--- config.mk ---
export PLATFORM = sky130hd
export DESIGN_NAME = pkt_capture
export DESIGN_NICKNAME = d
export VERILOG_FILES = /design/src/rtl/pkt_capture.sv
export SDC_FILE = /design/constraint.sdc
export NUM_CORES = 1
export LEC_CHECK = 0
export BUFFER_PORTS_ARGS = -buffer_cell sky130_fd_sc_hd__buf_2
export CELL_PAD_IN_SITES_DETAIL_PLACEMENT = 1
export CELL_PAD_IN_SITES_GLOBAL_PLACEMENT = 1
export CORE_MARGIN = 1.5
export CORE_UTILIZATION = 38
export CTS_BUF_LIST = sky130_fd_sc_hd__clkbuf_8
export DETAILED_ROUTE_END_ITERATION = 10
export PLACE_DENSITY = 0.89
export RECOVER_POWER = 25
export SLEW_MARGIN = 25
export SYNTH_ARGS = -nofsm -noshare
export SYNTH_HDL_FRONTEND = slang
export SYNTH_SLANG_ARGS = --single-unit
--- constraint.sdc ---
create_clock -name clk -period 4 [get_ports clk]
set_input_delay 0.4 -clock clk [delete_from_list [all_inputs] [get_ports clk]]
set_output_delay 0.4 -clock clk [all_outputs]
set_load 0.1 [all_outputs]
--- src/rtl/pkt_capture.sv ---
// rtl/pkt_capture.sv - Avalon-ST packet capture into a FIFO with write-controller handoff
//
// Accepts Avalon-ST packets, writes admitted words to a downstream FIFO and
// hands a descriptor (byte length + status flags) to a write controller.
//
// Ports
//   clk, reset             sole clock; synchronous active-high reset
//   st_data/valid/sop/eop  Avalon-ST beat, first byte in st_data[31:24]
//   st_empty               unused bytes in the eop beat
//   st_ready               beat accepted when st_valid && st_ready
//   fifo_data, wrreq       registered FIFO write (one cycle after the beat)
//   usedw, almost_full     FIFO fill status used for admission
//   wr_ctrl                one-cycle descriptor-valid pulse
//   pkt_begin/end, control descriptor; control[0]=oversize, control[1]=truncated
//   wr_ctrl_rdy            write controller idle/done; rising edge releases us
//   drop_count             saturating count of packets refused or cut short

module pkt_capture #(
    parameter int MAX_WORDS  = 256,
    parameter int FIFO_DEPTH = 512
) (
    input  logic        clk,
    input  logic        reset,
    input  logic [31:0] st_data,
    input  logic        st_valid,
    input  logic        st_sop,
    input  logic        st_eop,
    input  logic [1:0]  st_empty,
    output logic        st_ready,
    output logic [31:0] fifo_data,
    output logic        wrreq,
    input  logic [8:0]  usedw,
    input  logic        almost_full,
    output logic        wr_ctrl,
    output logic [31:0] pkt_begin,
    output logic [31:0] pkt_end,
    output logic [31:0] control,
    input  logic        wr_ctrl_rdy,
    output logic [15:0] drop_count
);

    // A packet is admitted only if a worst-case (MAX_WORDS) packet still fits.
    localparam int THRESH = FIFO_DEPTH - 1 - MAX_WORDS;
    localparam int CW     = $clog2(MAX_WORDS + 1);

    typedef enum logic [2:0] {
        IDLE,
        CAPTURE,
        DROP,
        COMMIT,
        WAIT_RDY
    } state_t;

    state_t      state_q, state_d;
    logic [CW-1:0] cnt_q, cnt_d;
    logic        tail_q, tail_d;        // rest of the stream must be discarded after handoff
    logic        rdy_prev_q;
    logic [31:0] fifo_data_q, fifo_data_d;
    logic        wrreq_q, wrreq_d;
    logic [31:0] pkt_end_q, pkt_end_d;
    logic [31:0] control_q, control_d;
    logic [15:0] drop_count_q, drop_count_d;
    logic        drop_inc;
    logic        accept;
    logic        room;

    assign st_ready   = !reset && (state_q == IDLE || state_q == CAPTURE || state_q == DROP);
    assign accept     = st_valid && st_ready;
    assign room       = !almost_full && (THRESH >= 0) && (int'(usedw) <= THRESH);

    assign fifo_data  = fifo_data_q;
    assign wrreq      = wrreq_q;
    assign wr_ctrl    = (state_q == COMMIT);
    assign pkt_begin  = '0;
    assign pkt_end    = pkt_end_q;
    assign control    = control_q;
    assign drop_count = drop_count_q;

    always_comb begin
        state_d      = state_q;
        cnt_d        = cnt_q;
        tail_d       = tail_q;
        fifo_data_d  = fifo_data_q;
        wrreq_d      = 1'b0;
        pkt_end_d    = pkt_end_q;
        control_d    = control_q;
        drop_count_d = drop_count_q;
        drop_inc     = 1'b0;

        case (state_q)
            IDLE: begin
                // Non-sop beats here are stray tails; swallow them without counting.
                if (accept && st_sop) begin
                    if (room) begin
                        wrreq_d     = 1'b1;
                        fifo_data_d = st_data;
                        cnt_d       = CW'(1);
                        if (st_eop) begin
                            pkt_end_d = 32'd4 - 32'(st_empty);
                            control_d = 32'd0;
                            tail_d    = 1'b0;
                            state_d   = COMMIT;
                        end else if (MAX_WORDS == 1) begin
                            pkt_end_d = 32'(MAX_WORDS) << 2;
                            control_d = 32'd1;
                            tail_d    = 1'b1;
                            state_d   = COMMIT;
                        end else begin
                            state_d   = CAPTURE;
                        end
                    end else begin
                        drop_inc = 1'b1;
                        if (!st_eop) begin
                            state_d = DROP;
                        end
                    end
                end
            end

            CAPTURE: begin
                if (accept) begin
                    if (st_sop) begin
                        // New packet before eop: close the current one as truncated
                        // and throw the newcomer away.
                        pkt_end_d = 32'(cnt_q) << 2;
                        control_d = 32'd2;
                        drop_inc  = 1'b1;
                        tail_d    = !st_eop;
                        state_d   = COMMIT;
                    end else begin
                        wrreq_d     = 1'b1;
                        fifo_data_d = st_data;
                        cnt_d       = cnt_q + CW'(1);
                        if (st_eop) begin
                            pkt_end_d = ((32'(cnt_q) + 32'd1) << 2) - 32'(st_empty);
                            control_d = 32'd0;
                            tail_d    = 1'b0;
                            state_d   = COMMIT;
                        end else if (32'(cnt_q) + 32'd1 == 32'(MAX_WORDS)) begin
                            // Full and still no eop: hand off now, discard the rest later.
                            pkt_end_d = 32'(MAX_WORDS) << 2;
                            control_d = 32'd1;
                            tail_d    = 1'b1;
                            state_d   = COMMIT;
                        end
                    end
                end
            end

            DROP: begin
                if (accept && st_eop) begin
                    state_d = IDLE;
                end
            end

            COMMIT: begin
                state_d = WAIT_RDY;
            end

            WAIT_RDY: begin
                if (wr_ctrl_rdy && !rdy_prev_q) begin
                    state_d = tail_q ? DROP : IDLE;
                    tail_d  = 1'b0;
                end
            end

            default: begin
                state_d = IDLE;
            end
        endcase

        if (drop_inc && drop_count_q != 16'hFFFF) begin
            drop_count_d = drop_count_q + 16'd1;
        end
    end

    always_ff @(posedge clk) begin
        if (reset) begin
            state_q      <= IDLE;
            cnt_q        <= '0;
            tail_q       <= 1'b0;
            rdy_prev_q   <= 1'b0;
            fifo_data_q  <= '0;
            wrreq_q      <= 1'b0;
            pkt_end_q    <= '0;
            control_q    <= '0;
            drop_count_q <= '0;
        end else begin
            state_q      <= state_d;
            cnt_q        <= cnt_d;
            tail_q       <= tail_d;
            rdy_prev_q   <= wr_ctrl_rdy;
            fifo_data_q  <= fifo_data_d;
            wrreq_q      <= wrreq_d;
            pkt_end_q    <= pkt_end_d;
            control_q    <= control_d;
            drop_count_q <= drop_count_d;
        end
    end

endmodule

After elaboration in Yosys (flattened, before gate mapping) --
Cells that the tools add are included.
Operators by class: mux-type cells 57, add/sub/neg operators 5, $lt $le $gt $ge 1, reduce and logical (&&, ||, !) cells 20, equality and inequality tests 15
Operators with widths (number):
- 32-bit two-way mux | 18
- 32-bit one-hot mux with 2 select lines | 3
- 9-bit two-way mux | 4
- 32-bit by 2-bit subtractor with 32-bit output | 1
- 3-bit two-way mux | 9
- 9-bit one-hot mux with 2 select lines | 1
- 16-bit by 1-bit adder with 16-bit output, second input constant | 1
- 1-bit two-way mux | 16
- 16-bit != test, second input constant | 1
- 3-bit one-hot mux with 5 select lines | 1
- 6-bit AND reduction | 2
- 9-bit by 1-bit adder with 10-bit output, second input constant | 1
- 10-bit by 9-bit == test with 1-bit output, second input constant | 1
- 2-bit != test, second input constant | 5
- 9-bit by 1-bit adder with 9-bit output, second input constant | 1
- 9-bit by 8-bit less-or-equal comparator with 1-bit output, second input constant | 1
- 1-bit logical AND | 7
- 7-bit AND reduction | 1
- 3-bit by 2-bit == test with 1-bit output, second input constant | 2
- 5-bit AND reduction | 1
- 1-bit zero test | 4
- 2-bit two-way mux | 2
- 2-bit by 1-bit != test with 1-bit output, second input constant | 2
- 4-bit by 3-bit != test with 1-bit output, second input constant | 1
- other kinds (10) | 12
Word-level totals: register bits 127, word-level logic and storage cells 107, output and inout bits 147, input bits 50

Depth between registers and ports, before layout --
Gate-level depths: netlist of the first run.
depth after elaboration 9, mapped depth 10, gate-level depth less buffers 8

Worst setup path before layout of the first run --
No wires, ideal clock.
kind input -> output, start input reset, end output st_ready, stages on the path 2, data required time 3.600 ns, data arrival time 2.813 ns, path slack 0.787 ns, cell sequence clkbuf_1 > a211oi_1
Between the ends: word-level cells in the longest chain between the ends 2
RTL lines:
- from (decl) | RTL line 23 | input logic reset,
- 1-bit zero test | RTL line 67 | assign st_ready = !reset && (state_q == IDLE || state_q == CAPTURE || state_q == DROP);
- 1-bit logical AND | RTL line 67
- to (decl) | RTL line 29 | output logic st_ready,
Every way passes these cells.

Worst setup path after layout of the first run --
start register cnt_q[1], end register pkt_end_q[6], in the netlist pkt_end[6]
Between the ends: word-level cells in the longest chain between the ends 6, elaborated cells on any way between the ends 9
RTL lines:
- from (decl) | RTL line 55 | logic [CW-1:0] cnt_q, cnt_d;
- from (signal assigned) | RTL line 190 | cnt_q <= cnt_d;
- 9-bit by 1-bit adder with 10-bit output (*) | RTL line 135, 139
- 32-bit by 2-bit subtractor with 32-bit output | RTL line 135 | pkt_end_d = ((32'(cnt_q) + 32'd1) << 2) - 32'(st_empty);
- 32-bit two-way mux | RTL line 134 | if (st_eop) begin
- 32-bit two-way mux | RTL line 122 | if (st_sop) begin
- 32-bit two-way mux | RTL line 121 | if (accept) begin
- 32-bit one-hot mux with 2 select lines | RTL line 90 | case (state_q)
- to (signal assigned) | RTL line 195 | pkt_end_q <= pkt_end_d;
- to (decl) | RTL line 60 | logic [31:0] pkt_end_q, pkt_end_d;
Mark *: on every way between the ends. The rest lies on a longest branch, timed or not. The select of a mux whose other input is x is not followed. A chain may end at the register's enable or synchronous reset.

==> results of run 1 <==
-- per-stage QoR --
stage / power, mW / setup slack, ns
CTS: 2.07 / 0.919
floorplan: 1.30 / 0.787
finish: 2.04 / 0.903
global placement: 1.29 / 1.15
global route: 2.12 / 0.711
detailed placement: 1.30 / 0.958
-- Yosys cell counts (all sizes together) (7+ instances only) --
cell and number:
inv 11, o21ai 38, a211oi 7, or3 9, clkbuf 24, and3 7, xnor2 17, nand3 14
buf 93, nand2 90, nor2 32, nor3 15, dfxtp 88, nand4 13, a21oi 77
-- where the power goes --
part / internal (mW) / leakage (nW) / switching, mW
clock network: 0.421 / 0.121 / 0.340
logic: 0.0328 / 1.26 / 0.357
registers: 0.883 / 0.710 / 0.00446
total: 1.34 / 2.09 / 0.701
-- area by class of cell --
type	count	share of cell area
sequential	88	0.323
timing repair buffer	133	0.115
clock buffer	9	0.0227
tap	172	0.0394
clock inverter	7	0.0227
multi-input combinational	467	0.470
inverter	11	0.00756
-- how the worst max path moves through the flow --
stage                                startpoint                        to
after floorplan                           reset                  st_ready
after global placement    cnt_q[1]$_SDFFE_PP0P_  pkt_end[11]$_SDFFE_PP0P_
after detailed placement  cnt_q[1]$_SDFFE_PP0P_   pkt_end[6]$_SDFFE_PP0P_
after CTS                 cnt_q[1]$_SDFFE_PP0P_   pkt_end[6]$_SDFFE_PP0P_
after global routing      cnt_q[1]$_SDFFE_PP0P_   pkt_end[6]$_SDFFE_PP0P_
final                     cnt_q[1]$_SDFFE_PP0P_   pkt_end[6]$_SDFFE_PP0P_
-- tightest hold or removal path, delay by kind of cell --
| kind | cells | cell delay (ns) |
|---|---|---|
| buffers and inverters | 1 | 0.09 |
| and+or+nand+nor | 1 | 0.05 |
| AOI/OAI and AO/OA | 1 | 0.05 |
-- registers in the layout, indices dropped and copies added, names as in the netlist --
register	flops
fifo_data	32
pkt_end	23
drop_count	16
cnt_q	9
state_q	3
control	2
rdy_prev_q	1
tail_q	1
wrreq	1
-- cells by family after synthesis --
group,Yosys count,synth area share
simple gates,216,0.224
compound gates,161,0.198
buf+inv,128,0.162
flops,88,0.360
xor+xnor,20,0.0358
fa+ha+maj,5,0.0128
mux,3,0.00614
other cells,1,0.000767
-- metal layers --
| layer | share of wire | wire length, µm | global-route usage | up-vias |
|---|---|---|---|---|
| met5 | 0 | 0 | 0 | - |
| li1 | - | - | - | 2198 |
| met2 | 0.50 | 6990 | 0.365 | 123 |
| met3 | 0.056 | 777 | 0.0529 | 17 |
| met1 | 0.43 | 5930 | 0.245 | 2154 |
| met4 | 0.012 | 165 | 0.0561 | 0 |
==> flow_metrics.py, run 1 <==
metrics = {
    "drt": {
        "drt_iter0_drc": 190,
        "firstDrtPassIters": 4,
        "vias_per_cell": 5.06,
        "via_count": 4492,
        "ant_nets": 0,
        "drc": 0,
        "wire_per_inst_um": 15.6,
        "routed_wl_um": 13900,
    },
    "worst_setup_path": {
        "reg2reg_from": "cnt_q[1]$_SDFFE_PP0P_",
        "end_kind": "flip-flop",
        "crit_chain": "ha_1 > nand2_1 > or3_1 > and2_1 > a31oi_4 > nor2_2 > a311oi_1",
        "startpoint_type": "flip-flop",
        "crit_buf_inv": 0,
        "cp_num_cells": 7,
        "worstPathMaxFanout": 23,
        "reg2reg_to": "pkt_end[6]$_SDFFE_PP0P_",
        "rrSetupSlack_ns": 0.90,
        "critPathMaxStageDelay_ns": 0.53,
        "crit_type": "flip-flop to flip-flop",
        "required_ns": 4.25,
        "reg2reg_depth": 7,
        "crit_family": "simple AND/OR/NAND/NOR gates",
        "arrival_ns": 3.34,
        "slowest_stage": "a31oi_4",
    },
    "place": {
        "gp_congestion": 0.926,
        "place_area_um2": 5270,
        "io_buffers": 126,
        "hpwlAfterDp_um": 10200,
        "place_inst": 871,
    },
    "floorplanning": {
        "fp-row-count": 41,
        "die_h_um": 116,
        "ioPinCount": 197,
        "start_util": 0.389,
        "core_um2": 12600,
        "dieArea_um2": 13600,
        "die-width_um": 116,
    },
    "final_layout": {
        "layout_commonest_cell": "nand2_1",
        "antennaDiodeCount": 0,
        "final_nets": 765,
        "drive_above_1_share": 0.166,
        "stdcell_area_um2": 5460,
        "multi_input_area_um2": 2570,
        "stdcell_count": 887,
        "fin_util": 0.434,
        "final_cell_mix": "90 x nand2_1, 88 x dfxtp_1, 85 x buf_2",
        "fillers": 1633,
        "regArea_um2": 1760,
        "syn_to_final_growth_pct": 11.7,
    },
    "min_path": {
        "min_from": "st_data[9]",
        "hp-class": "input pin to flip-flop",
        "holdPathEnd": "fifo_data[9]$_SDFFE_PP0P_",
        "min_path_cells": 3,
    },
    "yosys": {
        "ys_seq_area_frac": 0.360,
        "syn_area_um2": 4890,
        "synth_edf_count": 0,
        "synth_top_cell_by_area": "dfxtp_1",
        "yosys.cell_types.count": 60,
        "yosys-top-cells-area": "dfxtp_1 36%, buf_4 12%, a21oi_1 7.9%",
        "avgSynthCellArea_um2": 7.86,
        "ys_seq_elements": 88,
        "synth_top_area_share": 0.360,
        "synth_ff_type": "dfxtp_1",
        "synth-async-reset-ratio": 0,
        "syn-instance-count": 622,
        "yosys_warnings": 0,
    },
    "clock_network": {
        "cts_tree": "yes",
        "cts_resized": 0,
        "htreeDepth": 3,
        "root_buffer": "clkbuf_8",
        "cts_buffer_depth": 2,
        "hold_buffers": 0,
        "cts_made_buffers": 9,
        "insertion_delay_ns": 0.38,
        "postCtsSetupBuffers": 0,
        "clk_pin_slew_ns": 0.10,
        "cts_sinks": 88,
    },
    "sta": {
        "skew_ns": 0.0175,
        "finalSetupViolations": 0,
        "drv_slew": 0,
        "fin_setup_tns_ns": 0,
        "rsz0062_at_grt": "no",
        "fin_crit_sh": 0.774,
        "period_minus_slack_ns": 3.10,
        "finalHoldViolations": 0,
        "worst_pin_slew_ns": 1.44,
        "relSlewSlack": 0.0368,
        "fmax_mhz": 323,
        "whs_ns": 0.252,
    },
    "power_and_ir_drop": {
        "peakVddDrop_uv": 198,
        "p_leak_nw": 2.09,
        "p_per_area_nw_per_um2": 373,
    },
    "global_route": {
        "grtUsageTotal": 0.205,
        "grt_max_degree": 54,
        "antenna_found_initial": 0,
        "overflow": 0,
        "grt_pass1_vias": 4387,
        "grt_pass1_wl_um": 22000,
    },
    "run": {
        "drv_cap": 0,
    },
    "outcome": {
        "outcome": "complete, no violations",
    },
}
Power figures use the tool's default switching activity.
==> inputs of run 2 (changes only) <==
--- a/config.mk
+++ b/config.mk
@@ -9,10 +9,10 @@
 export CELL_PAD_IN_SITES_DETAIL_PLACEMENT = 1
 export CELL_PAD_IN_SITES_GLOBAL_PLACEMENT = 1
 export CORE_MARGIN = 1.5
-export CORE_UTILIZATION = 38
+export CORE_UTILIZATION = 32
 export CTS_BUF_LIST = sky130_fd_sc_hd__clkbuf_8
 export DETAILED_ROUTE_END_ITERATION = 10
-export PLACE_DENSITY = 0.89
+export PLACE_DENSITY = 0.8
 export RECOVER_POWER = 25
 export SLEW_MARGIN = 25
 export SYNTH_ARGS = -nofsm -noshare
==> constraint.sdc (replaced) <==
create_clock -name clk -period 2.6 [get_ports clk]
set_input_delay 0.26 -clock clk [delete_from_list [all_inputs] [get_ports clk]]
set_output_delay 0.26 -clock clk [all_outputs]
set_load 0.1 [all_outputs]
==> run 2 against run 1 <==
  * Non-clock buffer count grew 22
  * Design area increased by 3.4%
  * Power increased by 54%
  * Critical endpoint is now pkt_end[23]$_SDFFE_PP0P_
  * Highest routed layer unchanged
==> flow_metrics.py, run 2 (synthesis results as in run 1) <==
metrics = {
    "drt": {
        "wire_per_inst_um": 14.8,
        "drc": 0,
        "via_count": 4534,
        "firstDrtPassIters": 5,
        "ant_nets": 0,
        "vias_per_cell": 4.92,
        "routed_wl_um": 13700,
        "drt_iter0_drc": 216,
    },
    "worst_setup_path": {
        "reg2reg_from": "cnt_q[0]$_SDFFE_PP0P_",
        "worstPathMaxFanout": 12,
        "startpoint_type": "flip-flop",
        "crit_type": "flip-flop to flip-flop",
        "rrSetupSlack_ns": 0.19,
        "end_kind": "flip-flop",
        "required_ns": 2.91,
        "arrival_ns": 2.72,
        "reg2reg_depth": 8,
        "startpoint": "cnt_q[0]$_SDFFE_PP0P_",
        "reg2reg_to": "pkt_end[23]$_SDFFE_PP0P_",
    },
    "global_route": {
        "met1_usage": 0.211,
        "grt_pass1_wl_um": 22000,
        "antenna_found_initial": 2,
        "use_met2": 0.284,
        "globalRouteMet3Util": 0.0654,
        "grt_max_degree": 51,
        "grtUsageTotal": 0.172,
        "overflow": 0,
        "globalRoute.busiestLayer": "met2",
        "grt_pass1_vias": 4436,
    },
    "min_path": {
        "min_path_cells": 3,
        "min_from": "st_data[31]",
        "hp-class": "input pin to flip-flop",
        "holdPathEnd": "fifo_data[31]$_SDFFE_PP0P_",
    },
    "sta": {
        "setup_slack_ns": 0.186,
        "fin_crit_sh": 0.928,
        "finalHoldViolations": 0,
        "fmax_mhz": 414,
        "worst_pin_slew_ns": 1.19,
        "drv_slew": 0,
        "rsz0062_at_grt": "no",
        "finalSetupViolations": 0,
        "period_minus_slack_ns": 2.41,
        "skew_ns": 0.0109,
        "fin_setup_tns_ns": 0,
        "relSlewSlack": 0.208,
    },
    "final_layout": {
        "syn_to_final_growth_pct": 15.5,
        "stdcell_count": 922,
        "drive_above_1_share": 0.194,
        "regArea_um2": 1760,
        "multi_input_area_um2": 2570,
        "layout_commonest_cell": "nand2_1",
        "final_nets": 787,
        "fillers": 1882,
        "final_cell_mix": "90 x nand2_1, 87 x dfxtp_1, 86 x buf_2",
        "largest_reg_flops": 32,
    },
    "floorplanning": {
        "ioPinCount": 197,
        "die_h_um": 127,
        "start_util": 0.333,
        "fp-row-count": 44,
        "core_um2": 14700,
        "dieArea_um2": 16000,
        "die-width_um": 127,
    },
    "power_and_ir_drop": {
        "peakVddDrop_uv": 341,
        "p_per_area_nw_per_um2": 556,
        "p_leak_nw": 2.22,
    },
    "clock_network": {
        "root_buffer": "clkbuf_8",
        "cts_made_buffers": 9,
        "cts_resized": 0,
        "cts_sinks": 88,
        "cts_buffer_depth": 2,
        "postCtsSetupBuffers": 0,
        "insertion_delay_ns": 0.39,
        "htreeDepth": 3,
        "hold_buffers": 0,
        "cts_tree": "yes",
        "clk_pin_slew_ns": 0.09,
    },
    "place": {
        "hpwlAfterDp_um": 10000,
        "dp_slack_ns": 0.226,
        "io_buffers": 126,
        "place_inst": 905,
        "gp_congestion": 0.889,
    },
    "outcome": {
        "outcome": "complete, no violations",
    },
    "run": {
        "drv_cap": 0,
    },
}
run 2: report_power, final:
| part | internal, mW | leakage [nW] | total (mW) | switching, mW |
|---|---|---|---|---|
| Sequential | 1.36 | 0.710 | 1.36 | 0.00591 |
| Clock | 0.661 | 0.128 | 1.17 | 0.513 |
| Combinational | 0.0547 | 1.38 | 0.604 | 0.550 |
run 2: cell type report:
| class | count | share of cell area |
|---|---|---|
| Multi-Input combinational cell | 467 | 0.455 |
| Antenna cell | 1 | 0.000443 |
| Clock buffer | 10 | 0.0244 |
| Tap cell | 184 | 0.0408 |
| Inverter | 11 | 0.00731 |
| Sequential cell | 88 | 0.312 |
| Clock inverter | 6 | 0.0191 |
| Timing Repair Buffer | 155 | 0.141 |
run 2: worst max-delay path, stage by stage, from the launching register on:
cell and delay, ns:
dfxtp_1 0.32, ha_1 0.27, and2_1 0.22, buf_4 0.16
xnor2_1 0.15, o31ai_4 0.27, a31o_2 0.38, nand4_1 0.32
a21oi_1 0.24
run 2: worst max-delay path by stage:
stage	end
floorplan	drop_count[1]$_SDFFE_PP0P_
global placement	pkt_end[11]$_SDFFE_PP0P_
detailed placement	pkt_end[11]$_SDFFE_PP0P_
CTS	pkt_end[11]$_SDFFE_PP0P_
global route	pkt_end[11]$_SDFFE_PP0P_
finish	pkt_end[23]$_SDFFE_PP0P_
run 2: metrics by stage:
step | cell area [µm²] | total power, mW | hold slack [ns] | utilization
2_1_floorplan | 5120 | 2.00 | 0.388 | -
3_3_place_gp | 5450 | 2.00 | 0.439 | 0.371
3_5_place_dp | 5450 | 2.00 | 0.444 | 0.371
4_1_cts | 5700 | 3.18 | 0.0840 | 0.388
5_1_grt | 5650 | 3.26 | 0.0877 | 0.384
6_report | 5650 | 3.14 | 0.103 | 0.384
run 2: routing by layer:
layer | wire length, µm | part of all wire
met4 | 129 | 0.0094
met5 | 0 | 0
met1 | 6010 | 0.44
met3 | 1140 | 0.083
met2 | 6390 | 0.47
==> inputs of run 3 (changes only) <==
--- a/config.mk
+++ b/config.mk
@@ -6,13 +6,11 @@
 export NUM_CORES = 1
 export LEC_CHECK = 0
 export BUFFER_PORTS_ARGS = -buffer_cell sky130_fd_sc_hd__buf_2
-export CELL_PAD_IN_SITES_DETAIL_PLACEMENT = 1
-export CELL_PAD_IN_SITES_GLOBAL_PLACEMENT = 1
 export CORE_MARGIN = 1.5
-export CORE_UTILIZATION = 32
+export CORE_UTILIZATION = 46
 export CTS_BUF_LIST = sky130_fd_sc_hd__clkbuf_8
 export DETAILED_ROUTE_END_ITERATION = 10
-export PLACE_DENSITY = 0.8
+export PLACE_DENSITY = 0.81
 export RECOVER_POWER = 25
 export SLEW_MARGIN = 25
 export SYNTH_ARGS = -nofsm -noshare
==> run 3 against run 2 <==
  * Hold slack better by 0.022 ns
  * Register-to-register slack worse by 0.06 ns
  * Via count fell by 0.44%
  * Die area down 30%
  * Global-route usage grew 3.8 points
  * Critical path depth stayed put
  * Clock skew is 0.00067 ns higher
  * Design area is 2.7% lower
==> flow_metrics.py, run 3 (synthesis results as in run 1) <==
metrics = {
    "run": {
        "drv_cap": 0,
    },
    "floorplanning": {
        "dieArea_um2": 11300,
        "ioPinCount": 197,
        "start_util": 0.474,
        "fp-row-count": 37,
        "core_um2": 10300,
        "die_h_um": 106,
        "die-width_um": 106,
    },
    "global_route": {
        "grt_pass1_wl_um": 19500,
        "overflow": 0,
        "grt_max_degree": 85,
        "grt_pass1_vias": 4053,
        "grtUsageTotal": 0.209,
        "antenna_found_initial": 0,
    },
    "place": {
        "place_area_um2": 5350,
        "hpwlAfterDp_um": 8550,
        "gp_congestion": 0.947,
        "place_inst": 851,
        "io_buffers": 126,
    },
    "min_path": {
        "hp-class": "input pin to flip-flop",
        "min_path_cells": 3,
    },
    "drt": {
        "ant_nets": 0,
        "firstDrtPassIters": 5,
        "drt_iter0_drc": 269,
        "vias_per_cell": 5.21,
        "wire_per_inst_um": 13.5,
        "drc": 0,
        "via_count": 4514,
        "routed_wl_um": 11700,
    },
    "power_and_ir_drop": {
        "p_per_area_nw_per_um2": 531,
        "peakVddDrop_uv": 387,
        "p_leak_nw": 2.16,
    },
    "sta": {
        "worst_pin_slew_ns": 1.19,
        "finalHoldViolations": 0,
        "drv_slew": 0,
        "finalSetupViolations": 0,
        "period_minus_slack_ns": 2.48,
        "rsz0062_at_grt": "no",
        "relSlewSlack": 0.211,
        "fmax_mhz": 404,
        "skew_ns": 0.0116,
        "fin_crit_sh": 0.953,
        "fin_setup_tns_ns": 0,
    },
    "clock_network": {
        "postCtsSetupBuffers": 0,
        "cts_tree": "yes",
        "hold_buffers": 0,
        "htreeDepth": 3,
        "cts_buffer_depth": 2,
        "cts_sinks": 88,
        "insertion_delay_ns": 0.36,
        "clk_pin_slew_ns": 0.10,
        "cts_made_buffers": 9,
        "root_buffer": "clkbuf_8",
    },
    "worst_setup_path": {
        "end_kind": "flip-flop",
        "worstPathMaxFanout": 9,
        "crit_type": "flip-flop to flip-flop",
        "reg2reg_depth": 8,
        "critPathMaxStageDelay_ns": 0.52,
        "crit_family": "simple AND/OR/NAND/NOR gates",
        "startpoint_type": "flip-flop",
        "arrival_ns": 2.75,
        "slowest_stage": "or4_1",
        "crit_buf_inv": 1,
        "crit_chain": "buf_4 > and3_1 > o211a_1 > nor2_1 > nor3b_1 > ha_1 > or4_1 > a21oi_1",
        "required_ns": 2.88,
        "cp_num_cells": 8,
    },
    "final_layout": {
        "antennaDiodeCount": 0,
        "stdcell_area_um2": 5500,
        "layout_commonest_cell": "nand2_1",
        "final_cell_mix": "90 x nand2_1, 87 x dfxtp_1, 85 x buf_2",
        "largest_reg_flops": 32,
        "syn_to_final_growth_pct": 12.4,
        "drive_above_1_share": 0.189,
        "final_nets": 781,
        "stdcell_count": 867,
    },
    "outcome": {
        "outcome": "complete, no violations",
    },
}
-- run 3: tightest hold or removal path, cell delays in order --
cell	delay (ns)
buf_2	0.09
nand2_1	0.04
a21oi_1	0.05
-- run 3: final timing paths --
kind                           endpoint  slack, ns                       start
max reg2reg    pkt_end[11]$_SDFFE_PP0P_       0.12       cnt_q[0]$_SDFFE_PP0P_
min           fifo_data[1]$_SDFFE_PP0P_       0.13                  st_data[1]
max            pkt_end[11]$_SDFFE_PP0P_       0.12       cnt_q[0]$_SDFFE_PP0P_
min reg2reg  fifo_data[26]$_SDFFE_PP0P_       0.46  fifo_data[26]$_SDFFE_PP0P_
-- run 3: layer usage --
metal / up-vias / GRT usage / part of all wire
met4: 0 / 0.0463 / 0.0075
met3: 8 / 0.0515 / 0.078
li1: 2238 / - / -
met1: 2085 / 0.270 / 0.43
met2: 183 / 0.353 / 0.48
met5: - / 0 / 0
-- run 3: area by class of cell --
type	count	area, µm²
clock inverter	7	71.3
tap	136	170
timing repair buffer	149	748
inverter	11	41.3
sequential	88	1760
clock buffer	9	124
multi-input combinational	467	2580
fill	1077	4830
-- run 3: metrics by stage --
stage / total power [mW] / utilization / worst slack (ns) / hold WS (ns)
2_1_floorplan: 2.00 / - / 0.0130 / 0.388
3_3_place_gp: 1.99 / 0.518 / 0.240 / 0.439
3_5_place_dp: 1.99 / 0.518 / 0.226 / 0.443
4_1_cts: 2.94 / 0.537 / 0.0943 / 0.113
5_1_grt: 3.01 / 0.532 / 0.0105 / 0.124
6_report: 2.92 / 0.532 / 0.123 / 0.126
-- run 3: timing repair --
| item | CTS | global route |
|---|---|---|
| endpoints found under the setup margin | 0 | 1 |
| gates resized for setup | 0 | 3 |
| endpoints found under the hold margin | 0 | 0 |
-- run 3: power breakdown --
part	total, mW	switching, mW	leakage [nW]	internal [mW]
registers	1.36	0.00650	0.710	1.36
logic	0.598	0.544	1.35	0.0538
clock network	0.955	0.509	0.0974	0.446
total	2.92	1.06	2.16	1.86
